`config.mk`:
```
export PLATFORM = sky130hd
export DESIGN_NAME = ps2_kbd_ctrl
export DESIGN_NICKNAME = d
export VERILOG_FILES = /design/src/rtl/ps2_pkg.sv /design/src/rtl/ps2_rx_fifo.sv /design/src/rtl/ps2_kbd_ctrl.sv
export SDC_FILE = /design/constraint.sdc
export NUM_CORES = 1
export LEC_CHECK = 0
export ABC_AREA = 1
export CAP_MARGIN = 5
export CORE_UTILIZATION = 55
export CTS_CLUSTER_DIAMETER = 40
export DETAILED_ROUTE_END_ITERATION = 10
export PLACE_DENSITY = 0.75
export SLEW_MARGIN = 20
export SYNTH_ARGS = -nofsm -noshare
export SYNTH_HDL_FRONTEND = slang
export SYNTH_SLANG_ARGS = --single-unit
```
`constraint.sdc`:
```
create_clock -name clk -period 2.4 [get_ports clk]
set_input_delay 0.24 -clock clk [delete_from_list [all_inputs] [get_ports clk]]
set_output_delay 0.24 -clock clk [all_outputs]
set_load 0.05 [all_outputs]
```
`src/rtl/ps2_pkg.sv`:
```
// Shared PS/2 keyboard command/response codes and the controller state encoding.
package ps2_pkg;

  localparam logic [7:0] PS2_RESET    = 8'hFF;
  localparam logic [7:0] PS2_SET_LED  = 8'hED;
  localparam logic [7:0] PS2_ACK      = 8'hFA;
  localparam logic [7:0] PS2_RESEND   = 8'hFE;
  localparam logic [7:0] PS2_BAT_OK   = 8'hAA;
  localparam logic [7:0] PS2_BAT_FAIL = 8'hFC;

  typedef enum logic [2:0] {
    INIT_SEND = 3'd0,
    TX_WAIT   = 3'd1,
    RESP_WAIT = 3'd2,
    BAT_WAIT  = 3'd3,
    IDLE      = 3'd4,
    LED_SEND  = 3'd5,
    LED_DATA  = 3'd6,
    ERR       = 3'd7
  } ps2_state_t;

  // A resend re-enters the send state that originally produced the byte.
  function automatic ps2_state_t send_state_of(input logic [7:0] b);
    case (b)
      PS2_RESET:   return INIT_SEND;
      PS2_SET_LED: return LED_SEND;
      default:     return LED_DATA;
    endcase
  endfunction

endpackage

```
`src/rtl/ps2_rx_fifo.sv`:
```
// First-word-fall-through byte FIFO; a push when full is dropped and flagged.
module ps2_rx_fifo #(
  parameter int DEPTH = 8,
  parameter int WIDTH = 8
) (
  input  logic             clk,
  input  logic             rst,
  input  logic             push,
  input  logic [WIDTH-1:0] push_data,
  input  logic             pop,
  output logic [WIDTH-1:0] head_data,
  output logic             empty,
  output logic             full,
  output logic             overflow
);
  localparam int AW = (DEPTH > 1) ? $clog2(DEPTH) : 1;
  localparam logic [AW:0] FULL_COUNT = DEPTH[AW:0];

  logic [WIDTH-1:0] mem [DEPTH];
  logic [AW-1:0]    wr_ptr_reg, rd_ptr_reg;
  logic [AW:0]      count_reg;
  logic             overflow_reg;
  logic             do_push, do_pop;

  assign empty     = (count_reg == '0);
  assign full      = (count_reg == FULL_COUNT);
  assign do_pop    = pop && !empty;
  // A pop in the same cycle frees the slot, so a push on full still lands.
  assign do_push   = push && (!full || do_pop);
  assign head_data = empty ? '0 : mem[rd_ptr_reg];
  assign overflow  = overflow_reg;

  always_ff @(posedge clk) begin
    if (do_push) mem[wr_ptr_reg] <= push_data;
  end

  always_ff @(posedge clk) begin
    if (rst) begin
      wr_ptr_reg   <= '0;
      rd_ptr_reg   <= '0;
      count_reg    <= '0;
      overflow_reg <= 1'b0;
    end else begin
      if (do_push) wr_ptr_reg <= wr_ptr_reg + 1'b1;
      if (do_pop)  rd_ptr_reg <= rd_ptr_reg + 1'b1;
      count_reg <= count_reg + (AW+1)'(do_push) - (AW+1)'(do_pop);
      if (push && !do_push) overflow_reg <= 1'b1;
    end
  end

endmodule

```
`src/rtl/ps2_kbd_ctrl.sv`:
```
// PS/2 keyboard command sequencer: reset/BAT bring-up, LED writes with
// ACK/resend/timeout retry, and a scan-code FIFO for unsolicited bytes.
module ps2_kbd_ctrl #(
  parameter int TIMEOUT_CYCLES     = 1_000_000,
  parameter int BAT_TIMEOUT_CYCLES = 50_000_000,
  parameter int MAX_RETRY          = 3,
  parameter int FIFO_DEPTH         = 8
) (
  input  logic       clk,
  input  logic       rst,
  output logic [7:0] tx_data,
  output logic       tx_req,
  input  logic       tx_ready,
  input  logic [7:0] rx_data,
  input  logic       rx_ready,
  input  logic [2:0] led_state,
  input  logic       led_update,
  output logic [7:0] scan_data,
  output logic       scan_valid,
  input  logic       scan_pop,
  output logic       init_done,
  output logic       busy,
  output logic       error,
  output logic       overflow
);
  import ps2_pkg::*;

  localparam int TMAX = (BAT_TIMEOUT_CYCLES > TIMEOUT_CYCLES) ? BAT_TIMEOUT_CYCLES : TIMEOUT_CYCLES;
  localparam int TW   = $clog2(TMAX) + 1;
  localparam logic [TW-1:0] TO_LOAD  = TW'(TIMEOUT_CYCLES - 1);
  localparam logic [TW-1:0] BAT_LOAD = TW'(BAT_TIMEOUT_CYCLES - 1);
  localparam logic [7:0]    RETRY_LIMIT = 8'(MAX_RETRY);

  ps2_state_t    state_reg, state_next;
  logic [7:0]    cur_byte_reg, cur_byte_next;
  logic [7:0]    retry_reg, retry_next;
  logic [TW-1:0] timer_reg, timer_next;
  logic [2:0]    led_latched_reg, led_latched_next;
  logic          led_pending_reg, led_pending_next;
  logic          init_done_reg, init_done_next;
  logic          error_reg, error_next;
  logic          busy_reg, busy_next;
  logic          tx_req_reg, tx_req_next;
  logic [7:0]    tx_data_reg, tx_data_next;
  logic          fifo_push, fifo_empty, fifo_full_unused;
  logic          resend;

  always_comb begin
    state_next       = state_reg;
    cur_byte_next    = cur_byte_reg;
    retry_next       = retry_reg;
    timer_next       = (timer_reg == '0) ? '0 : timer_reg - 1'b1;
    led_latched_next = led_latched_reg;
    led_pending_next = led_pending_reg;
    init_done_next   = init_done_reg;
    error_next       = error_reg;
    tx_req_next      = 1'b0;
    tx_data_next     = tx_data_reg;
    fifo_push        = rx_ready;
    resend           = 1'b0;

    // Requests arriving mid-sequence are remembered (latest value wins).
    if (led_update && state_reg != IDLE && state_reg != ERR) begin
      led_latched_next = led_state;
      led_pending_next = 1'b1;
    end

    case (state_reg)
      INIT_SEND, LED_SEND, LED_DATA: begin
        tx_req_next  = 1'b1;
        tx_data_next = cur_byte_reg;
        timer_next   = TO_LOAD;
        state_next   = TX_WAIT;
      end
      TX_WAIT: begin
        if (tx_ready) begin
          timer_next = TO_LOAD;
          state_next = RESP_WAIT;
        end else if (timer_reg == '0) begin
          resend = 1'b1;
        end
      end
      RESP_WAIT: begin
        if (rx_ready && rx_data == PS2_ACK) begin
          fifo_push  = 1'b0;
          retry_next = '0;
          if (cur_byte_reg == PS2_RESET) begin
            timer_next = BAT_LOAD;
            state_next = BAT_WAIT;
          end else if (cur_byte_reg == PS2_SET_LED) begin
            cur_byte_next = {5'b0, led_latched_reg};
            state_next    = LED_DATA;
          end else begin
            state_next = IDLE;
          end
        end else if (rx_ready && rx_data == PS2_RESEND) begin
          fifo_push = 1'b0;
          resend    = 1'b1;
        end else if (timer_reg == '0) begin
          resend = 1'b1;
        end
      end
      BAT_WAIT: begin
        if (rx_ready && rx_data == PS2_BAT_OK) begin
          fifo_push      = 1'b0;
          init_done_next = 1'b1;
          state_next     = IDLE;
        end else if (rx_ready && rx_data == PS2_BAT_FAIL) begin
          fifo_push  = 1'b0;
          state_next = ERR;
        end else if (timer_reg == '0) begin
          state_next = ERR;
        end
      end
      IDLE: begin
        if (led_update || led_pending_reg) begin
          if (led_update) led_latched_next = led_state;
          led_pending_next = 1'b0;
          cur_byte_next    = PS2_SET_LED;
          retry_next       = '0;
          state_next       = LED_SEND;
        end
      end
      ERR:     state_next = ERR;
      default: state_next = INIT_SEND;
    endcase

    if (resend) begin
      if (retry_reg < RETRY_LIMIT) begin
        retry_next = retry_reg + 1'b1;
        state_next = send_state_of(cur_byte_reg);
      end else begin
        state_next = ERR;
      end
    end

    if (state_next == ERR) error_next = 1'b1;
    busy_next = !(state_next == IDLE || state_next == ERR);
  end

  always_ff @(posedge clk) begin
    if (rst) begin
      state_reg       <= INIT_SEND;
      cur_byte_reg    <= PS2_RESET;
      retry_reg       <= '0;
      timer_reg       <= '0;
      led_latched_reg <= '0;
      led_pending_reg <= 1'b0;
      init_done_reg   <= 1'b0;
      error_reg       <= 1'b0;
      busy_reg        <= 1'b1;
      tx_req_reg      <= 1'b0;
      tx_data_reg     <= '0;
    end else begin
      state_reg       <= state_next;
      cur_byte_reg    <= cur_byte_next;
      retry_reg       <= retry_next;
      timer_reg       <= timer_next;
      led_latched_reg <= led_latched_next;
      led_pending_reg <= led_pending_next;
      init_done_reg   <= init_done_next;
      error_reg       <= error_next;
      busy_reg        <= busy_next;
      tx_req_reg      <= tx_req_next;
      tx_data_reg     <= tx_data_next;
    end
  end

  ps2_rx_fifo #(
    .DEPTH (FIFO_DEPTH),
    .WIDTH (8)
  ) u_fifo (
    .clk       (clk),
    .rst       (rst),
    .push      (fifo_push),
    .push_data (rx_data),
    .pop       (scan_pop),
    .head_data (scan_data),
    .empty     (fifo_empty),
    .full      (fifo_full_unused),
    .overflow  (overflow)
  );

  assign scan_valid = !fifo_empty;
  assign tx_req     = tx_req_reg;
  assign tx_data    = tx_data_reg;
  assign init_done  = init_done_reg;
  assign error      = error_reg;
  assign busy       = busy_reg;

endmodule

```
### Word-level counts from Yosys, hierarchy flattened

Memory sizes are Yosys's and may differ from the RTL's. A register that Yosys moved wholly into a read port is not among the register bits.
Index checks and enable logic that the tools add are counted.
Widths: inputs -> output; s select.

| word-level totals | value |
|---|---|
| bits in registers | 73 |
| input bits | 17 |
| output and inout port bits | 22 |
| memory bits (writable) | 64 |
| memories kept | 1 |
| logic and storage cells | 118 |

| operators by class | value |
|---|---|
| order comparisons | 1 |
| reductions and logical operators | 23 |
| eq/ne operators | 22 |
| muxes and demuxes | 50 |
| add/subtract/negate cells | 6 |

Memories:

| memory | depth | bits a word | read ports | clocked after Yosys merged registers in | wr ports | line | text |
|---|---|---|---|---|---|---|---|
| u_fifo.mem | 8 | 8 | 1 | 1 | 1 | ps2_rx_fifo.sv:19 | `logic [WIDTH-1:0] mem [DEPTH];` |

Operator list:

| cell | count |
|---|---|
| $mux 27 | 4 |
| $pmux 27 s3 | 1 |
| $mux 8 | 9 |
| $eq 8x8->1 const B | 6 |
| $mux 3 | 15 |
| $pmux 8 s2 | 2 |
| $logic_not 27->1 | 1 |
| $sub 27x1->27 const B | 1 |
| $eq 3x3->1 const B | 6 |
| $pmux 3 s6 | 1 |
| $mux 1 | 14 |
| $logic_and 1x1->1 | 9 |
| $add 8x1->8 const B | 1 |
| $lt 8x2->1 const B | 1 |
| $ne 2x2->1 const B | 4 |
| $add 3x1->3 const B | 2 |
| $eq 3x2->1 const B | 2 |
| $ne 3x3->1 const B | 2 |
| $pmux 3 s2 | 1 |
| $reduce_and 5->1 | 1 |
| $add 4x1->4 | 1 |
| $eq 4x4->1 const B | 1 |
| $logic_not 1->1 | 4 |
| $logic_not 4->1 | 1 |
| 9 further kinds | 12 |

### Longest topological paths before layout

Gate-level depths: netlist of run 1.

| logic depth | value |
|---|---|
| word-level depth | 9 |
| depth in mapped cells | 15 |
| depth with buffers taken out | 15 |

### Modules after synthesis

From an unflattened synthesis of run 1, not the netlist that was laid out.

| second synthesis, totals | value |
|---|---|
| cells, all modules | 809 |
| area, all modules | 6546.3 µm² |

By module, submodules not included:

| module | area each (µm²) | seq. area each (µm²) | times used | cells an instance |
|---|---|---|---|---|
| ps2_rx_fifo | 3394.5 | 2202.1 | 1 | 342 |
| ps2_kbd_ctrl | 3151.8 | 1121.1 | 1 | 467 |

### Worst setup path before layout of run 1

No wires, ideal clock.

| path | value |
|---|---|
| kind | register to register |
| from | reg u_fifo.count_reg[2] |
| to | reg u_fifo.count_reg[2] |
| period minus slack after synthesis | 2419 ps |
| setup slack | -19 ps |
| setup time | 129 ps |
| required time | 2271 ps |
| data arrival time | 2290 ps |
| stages on the path, launching flop included | 13 |
| path buffers | 0 |
| cells stage by stage | dfxtp_1 > inv_1 > ha_1 > nand2_1 > nand2_1 > inv_1 > ha_1 > inv_1 > ha_1 > inv_1 > fa_1 > xor2_1 > nor2_1 |

| on the way | value |
|---|---|
| longest elaborated chain between the ends | 7 |
| elaborated cells on any way between the ends | 9 |
| classes of those cells | add/sub (2); eq/ne (1); reduce/logical (6) |

RTL lines:

| what | line | text |
|---|---|---|
| from (decl) | ps2_rx_fifo.sv:21 | `logic [AW:0] count_reg;` |
| from (signal assigned) | ps2_rx_fifo.sv:46 | `count_reg <= count_reg + (AW+1)'(do_push) - (AW+1)'(do_pop);` |
| $logic_not 4->1 (*) | ps2_rx_fifo.sv:25 | `assign empty = (count_reg == '0);` |
| $logic_not 1->1 (*) | - |  |
| named net scan_valid | ps2_kbd_ctrl.sv:19 | `output logic scan_valid,` |
| $logic_and 1x1->1 (*) | ps2_rx_fifo.sv:27 | `assign do_pop = pop && !empty;` |
| named net u_fifo.do_pop | ps2_rx_fifo.sv:23 | `logic do_push, do_pop;` |
| $logic_or 1x1->1 | ps2_rx_fifo.sv:29 | `assign do_push = push && (!full \|\| do_pop);` |
| $logic_and 1x1->1 | ps2_rx_fifo.sv:29 |  |
| $add 4x1->4 | ps2_rx_fifo.sv:46 |  |
| $sub 4x1->4 (*) | ps2_rx_fifo.sv:46 |  |

The timed path passes the listed nets; every way through them passes the cells marked *.
A chain may end at the register's enable or synchronous reset.

==> results of run 1 <==
[cell usage in the layout, fill, tap and decap left out, types with 13 or more instances in the layout]
cell / synthesis / layout
nor2_1: 122 / 122
clkdlybuf4s50_1: 0 / 29
inv_1: 72 / 70
nand3_1: 38 / 38
dfxtp_1: 70 / 69
nand2_1: 100 / 99
clkbuf_16: 0 / 16
edfxtp_1: 64 / 64
nor3_1: 13 / 13
o21ai_0: 59 / 59
buf_4: 3 / 42
a21oi_1: 36 / 36
[repair_timing]
item                                    4_1_cts  5_1_grt
resized for setup                             3        4
endpoints found under the setup margin        2        8
pin swaps                                     0        0
buffers inserted                              0        2
[final cells by class]
| type | instances | area (sq um) | share of cell area |
|---|---|---|---|
| clock buffer | 21 | 449 | 0.0596 |
| clock inverter | 11 | 196 | 0.0261 |
| inverter | 75 | 285 | 0.0378 |
| multi-input combinational | 472 | 2450 | 0.325 |
| sequential | 134 | 3320 | 0.441 |
| tap | 140 | 175 | 0.0232 |
| timing repair buffer | 75 | 657 | 0.0871 |
[per-layer routing]
metal,vias up,share of wire,wire (um)
li1,2501,-,-
met1,2430,0.41,6130
met2,208,0.51,7500
met3,35,0.062,916
met4,0,0.019,277
met5,-,0,0
[cells by family after synthesis]
family	count (synthesis)
buf+inv	94
flops	134
fa+ha+maj	12
compound gates	130
simple gates	316
xor+xnor	14
[power by group through the flow]
| stage | Clock, mW | Combinational [mW] | Sequential [mW] |
|---|---|---|---|
| after floorplan | 0 | 2.00 | 2.95 |
| after global placement | 0 | 2.86 | 2.86 |
| after detailed placement | 0 | 2.92 | 2.87 |
| after CTS | 2.85 | 2.94 | 2.83 |
| after global routing | 2.94 | 3.32 | 2.86 |
| final | 2.81 | 3.02 | 2.83 |
[path summary, 6_finish.rpt]
| check | from | end | slack (ns) | cells after the start |
|---|---|---|---|---|
| worst max-delay path | flop | scan_data[2] | 0.11 | 6 |
| worst min register to register | retry_reg[2] | retry_reg[2] | 0.44 | 2 |
| worst min-delay path | led_state[1] | flop | 0.30 | 3 |
| worst max register to register | state_reg[2] | u_fifo.mem[7][1] | 0.22 | 7 |
[worst min-delay path: stages]
cell	delay (ns)
clkdlybuf4s50_1	0.40
nor2_1	0.10
nor2_1	0.05
==> impl_metrics.yaml, run 1 <==
cells_and_area:
  final_cell_area_sq_mm: 0.00754
  drive_gt1_frac: 0.148
  fin_util: 0.695
  finalNonFillerCells: 928
  fillers: 838
  nNetsFinal: 804
  largest_reg_flops: 64
  syn2layout_area_growth_pct: 22.9
  antenna_cells: 0
sta:
  max_freq_ghz: 0.436
  relSlewSlack: 0.477
  fin_ws_ns: 0.109
  fin_hold_ws_ns: 0.303
  setup_viol: 0
  worst_pin_slew_ns: 0.778
  fin_tns_setup_ns: 0
  period_minus_slack_ns: 2.29
  layout_worst_path_cycle_share: 0.955
  finalMaxSlewViolations: 0
  report.final.hold_viol_count: 0
  clock_skew_ns: 0.00770
  rsz0062_at_grt: "yes"
yosys:
  synthSimpleGateAreaFrac: 0.234
  synth_top_family_by_area: "simple AND/OR/NAND/NOR gates"
  syn_area_sq_mm: 0.00613
  ys_seq_elements: 134
  synth_area_leaders: "edfxtp_1, dfxtp_1, nor2_1"
  yosys.area.top_type_share: 0.313
  synth-xor-area-share: 0.0200
  ys.warnings.count: 0
  synth-async-reset-ratio: 0
  synthAdderAreaFrac: 0.0257
  synthTopCellsByCount: "nor2_1, nand2_1, inv_1"
  ys_seq_area_frac: 0.542
  netlist_instances: 700
  synth_ff_type: "dfxtp_1"
  synth.net_count: 729
  synth.distinct_cells: 40
  synth_area_leader_cell: "edfxtp_1"
  synth_compound_area_frac: 0.119
  syn_area_per_cell_sq_um: 8.76
  synthMostInstantiatedCell: "nor2_1"
  synth_edf_count: 64
  synth_mux_area_frac: 0
flow_run:
  max_cap_viol_count: 0
power:
  powerDensity_mw_per_mm2: 1150
  pwr-share-clk: 0.324
  power_mw: 8.66
  power.leakage_nw: 3.12
  swShare: 0.363
  intPower_mw: 5.51
  comb_power_share: 0.349
  p_seq_frac: 0.327
  power_switching_mw: 3.14
  vdd_drop_max_v: 0.000990
global_route:
  grt_use_total: 0.279
  grt_max_degree: 33
  use_met1: 0.327
  use_met3: 0.0599
  top_usage_layer: "met2"
  antenna_found_initial: 0
  grt_pass1_vias: 5047
  grt_pass1_wl_mm: 24.2
  met2_usage: 0.492
  gr-total-overflow: 0
routing:
  drc: 0
  drtIter0Drc: 375
  routed_via_density: 5.58
  post_drt_wl_per_cell_um: 16.0
  via_count: 5174
  routed_wl_mm: 14.8
  antenna_left: 0
  drtPass1Iterations: 7
placed_design:
  dpl.hpwl_mm: 10.5
  place_congestion: 0.941
  dp_cells: 894
  port_buffers: 38
  placed_cell_area_sq_mm: 0.00685
  place_ws_ns: -0.139
worst_setup_path:
  worst-path-max-fanout: 32
  arrival_ns: 2.05
  slowest_delay_ns: 0.36
  cp-start-kind: "flop"
  path_common_cell: "o21ai_0"
  path_class: "reg -> out"
  crit_buf_inv: 2
  path_cells: "buf_6, o21ai_0, o22ai_1, o21ai_0, a31oi_1, buf_4"
  critical_path.top_delay_family: "compound AO/OA/AOI/OAI gates"
  crit_slowest_cell: "dfxtp_1"
  cp.required_ns: 2.16
  cp-end-kind: "primary output"
die:
  die_w_um: 108
  initial_core_util: 0.566
  core_sq_mm: 0.0108
  dieArea_sq_mm: 0.0116
  io_pins: 39
  row_count: 38
  die_h_um: 108
cts:
  root_buffer: "clkbuf_8"
  clock_latency_ns: 0.53
  cts-root-to-sink-buffers: 2
  clk_pin_slew_ns: 0.06
  htree_levels: 4
  cts_made_buffers: 17
  cts_tree: "yes"
  cts_hold_buf: 0
  clock_sinks: 134
outcome:
  run_status: "complete, no violations"
hold_path:
  holdCritPathClass: "in -> reg"
(Power assumes the default switching activity.)
==> run 2: changes to the inputs <==
--- a/config.mk
+++ b/config.mk
@@ -11,7 +11,6 @@
 export CTS_CLUSTER_DIAMETER = 40
 export DETAILED_ROUTE_END_ITERATION = 10
 export PLACE_DENSITY = 0.75
-export SLEW_MARGIN = 20
 export SYNTH_ARGS = -nofsm -noshare
 export SYNTH_HDL_FRONTEND = slang
 export SYNTH_SLANG_ARGS = --single-unit
==> results of run 2 <==
Same layout as run 1: the final DEF is identical, and so are final timing and power.
==> run 3: changes to the inputs <==
--- a/config.mk
+++ b/config.mk
@@ -10,7 +10,9 @@
 export CORE_UTILIZATION = 55
 export CTS_CLUSTER_DIAMETER = 40
 export DETAILED_ROUTE_END_ITERATION = 10
-export PLACE_DENSITY = 0.75
+export DONT_BUFFER_PORTS = 1
+export PLACE_DENSITY = 0.7
+export REMOVE_ABC_BUFFERS = 1
 export SYNTH_ARGS = -nofsm -noshare
 export SYNTH_HDL_FRONTEND = slang
 export SYNTH_SLANG_ARGS = --single-unit
==> run 3 against run 2 <==
Utilization down 2.7 points. Final area down 3.9%. Sequential share of layout area up 1.8 points. Wire length down 3.5%. Maximum frequency down 0.29%. First-iteration DRC count up 1.1%. Highest routed layer unchanged.
==> impl_metrics.yaml, run 3 (same netlist as run 1, synthesis figures left out) <==
cells_and_area:
  syn2layout_area_growth_pct: 18.1
  antenna_cells: 0
  final_common_cell: "nor2_1"
  largest_reg_flops: 64
  final_cell_mix: "nor2_1, nand2_1, inv_1"
  drive_gt1_frac: 0.136
  nNetsFinal: 779
  final_cell_area_sq_mm: 0.00724
  fin_util: 0.668
die:
  die_w_um: 108
  initial_core_util: 0.566
  row_count: 38
  io_pins: 39
  die_h_um: 108
  core_sq_mm: 0.0108
  dieArea_sq_mm: 0.0116
sta:
  fin_tns_setup_ns: 0
  fin_hold_ws_ns: 0.0297
  relSlewSlack: 0.611
  report.final.hold_viol_count: 0
  finalMaxSlewViolations: 0
  clock_skew_ns: 0.00714
  max_freq_ghz: 0.435
  worst_pin_slew_ns: 0.583
  setup_viol: 0
  period_minus_slack_ns: 2.30
  layout_worst_path_cycle_share: 0.957
  rsz0062_at_grt: "no"
worst_setup_path:
  worst-path-max-fanout: 9
  cp.required_ns: 2.16
  path_class: "reg -> out"
  arrival_ns: 2.06
  cp-end-kind: "primary output"
  cp-start-kind: "flop"
  slowest_delay_ns: 0.30
  path_cells: "inv_1, ha_1, nand2_1, buf_4, o21ai_1, a31oi_1, buf_4"
  crit_slowest_cell: "dfxtp_1"
  path_common_cell: "buf_4"
power:
  vdd_drop_max_v: 0.000688
  power.leakage_nw: 2.98
  powerDensity_mw_per_mm2: 1130
  power_mw: 8.19
cts:
  cts_made_buffers: 17
  cts-root-to-sink-buffers: 2
  clock_latency_ns: 0.54
  cts_tree: "yes"
  htree_levels: 4
  clk_pin_slew_ns: 0.06
  root_buffer: "clkbuf_8"
  clock_sinks: 134
global_route:
  antenna_found_initial: 0
  grt_max_degree: 27
  grt_pass1_vias: 4807
  grt_pass1_wl_mm: 22.6
  gr-total-overflow: 0
  grt_use_total: 0.262
routing:
  via_count: 5008
  antenna_left: 0
  drc: 0
  drtIter0Drc: 379
  routed_wl_mm: 14.3
  post_drt_wl_per_cell_um: 15.8
  drtPass1Iterations: 5
  routed_via_density: 5.55
hold_path:
  holdCritPathClass: "in -> reg"
flow_run:
  max_cap_viol_count: 0
placed_design:
  placed_cell_area_sq_mm: 0.00645
  port_buffers: 0
  dpl.hpwl_mm: 9.48
  place_congestion: 0.883
outcome:
  run_status: "complete, no violations"
[run 3: cell types whose count changed in the layout (fill, tap and decap cells not counted), moves of 2 or more]
cell	previous run	this run
o21ai_0	59	57
clkinvlp_4	2	6
clkdlybuf4s50_1	29	0
bufinv_16	5	3
clkinv_2	0	4
clkbuf_1	2	0
clkinv_4	3	0
buf_4	42	31
clkbuf_8	3	1
o21ai_1	0	2
dlygate4sd3_1	0	17
[run 3: report_power, final]
| part | switching, mW | total (mW) | internal [mW] |
|---|---|---|---|
| Clock | 0.958 | 2.52 | 1.56 |
| Sequential | 0.264 | 2.93 | 2.67 |
| Combinational | 1.87 | 2.74 | 0.869 |
[run 3: cell type report]
type	count	area, sq um
tap	140	175
sequential	134	3330
fill	845	3600
multi-input combinational	472	2450
timing repair buffer	50	434
clock inverter	15	163
clock buffer	17	414
inverter	75	282
[run 3: final timing paths]
path,startpoint,cells after the start,slack (ns),endpoint
min,scan_pop,3,0.03,flop
max reg2reg,cur_byte_reg[0],8,0.17,timer_reg[19]
max,u_fifo.count_reg[2],7,0.10,scan_data[2]
min reg2reg,retry_reg[2],2,0.44,retry_reg[2]
[run 3: critical path, delay by kind of cell, from the launching register on]
family | cells | cell delay, ns
buf+inv | 3 | 0.57
compound gates | 2 | 0.36
flops | 1 | 0.30
fa+ha+maj | 1 | 0.20
simple gates | 1 | 0.09
[run 3: metal layers]
metal,routed length [um],global-route usage,vias to the layer above
li1,-,-,2449
met1,6250,0.329,2346
met2,6830,0.424,171
met3,804,0.0636,42
met4,420,0.126,0
met5,0,0,-
[run 3: stage by stage]
stage / cells / setup slack, ns
2_1_floorplan: 681 / -0.0339
3_3_place_gp: 851 / 0.404
3_5_place_dp: 851 / 0.309
4_1_cts: 901 / 0.0320
5_1_grt: 903 / 0.00906
6_report: 903 / 0.102
[run 3: repair_timing]
item / CTS / global route
endpoints found under the hold margin: 98 / 0
setup endpoints to repair: 5 / 5
resized for setup: 2 / 4
hold buffers: 18 / 0
pin swaps: 0 / 1
buffers inserted: 0 / 2
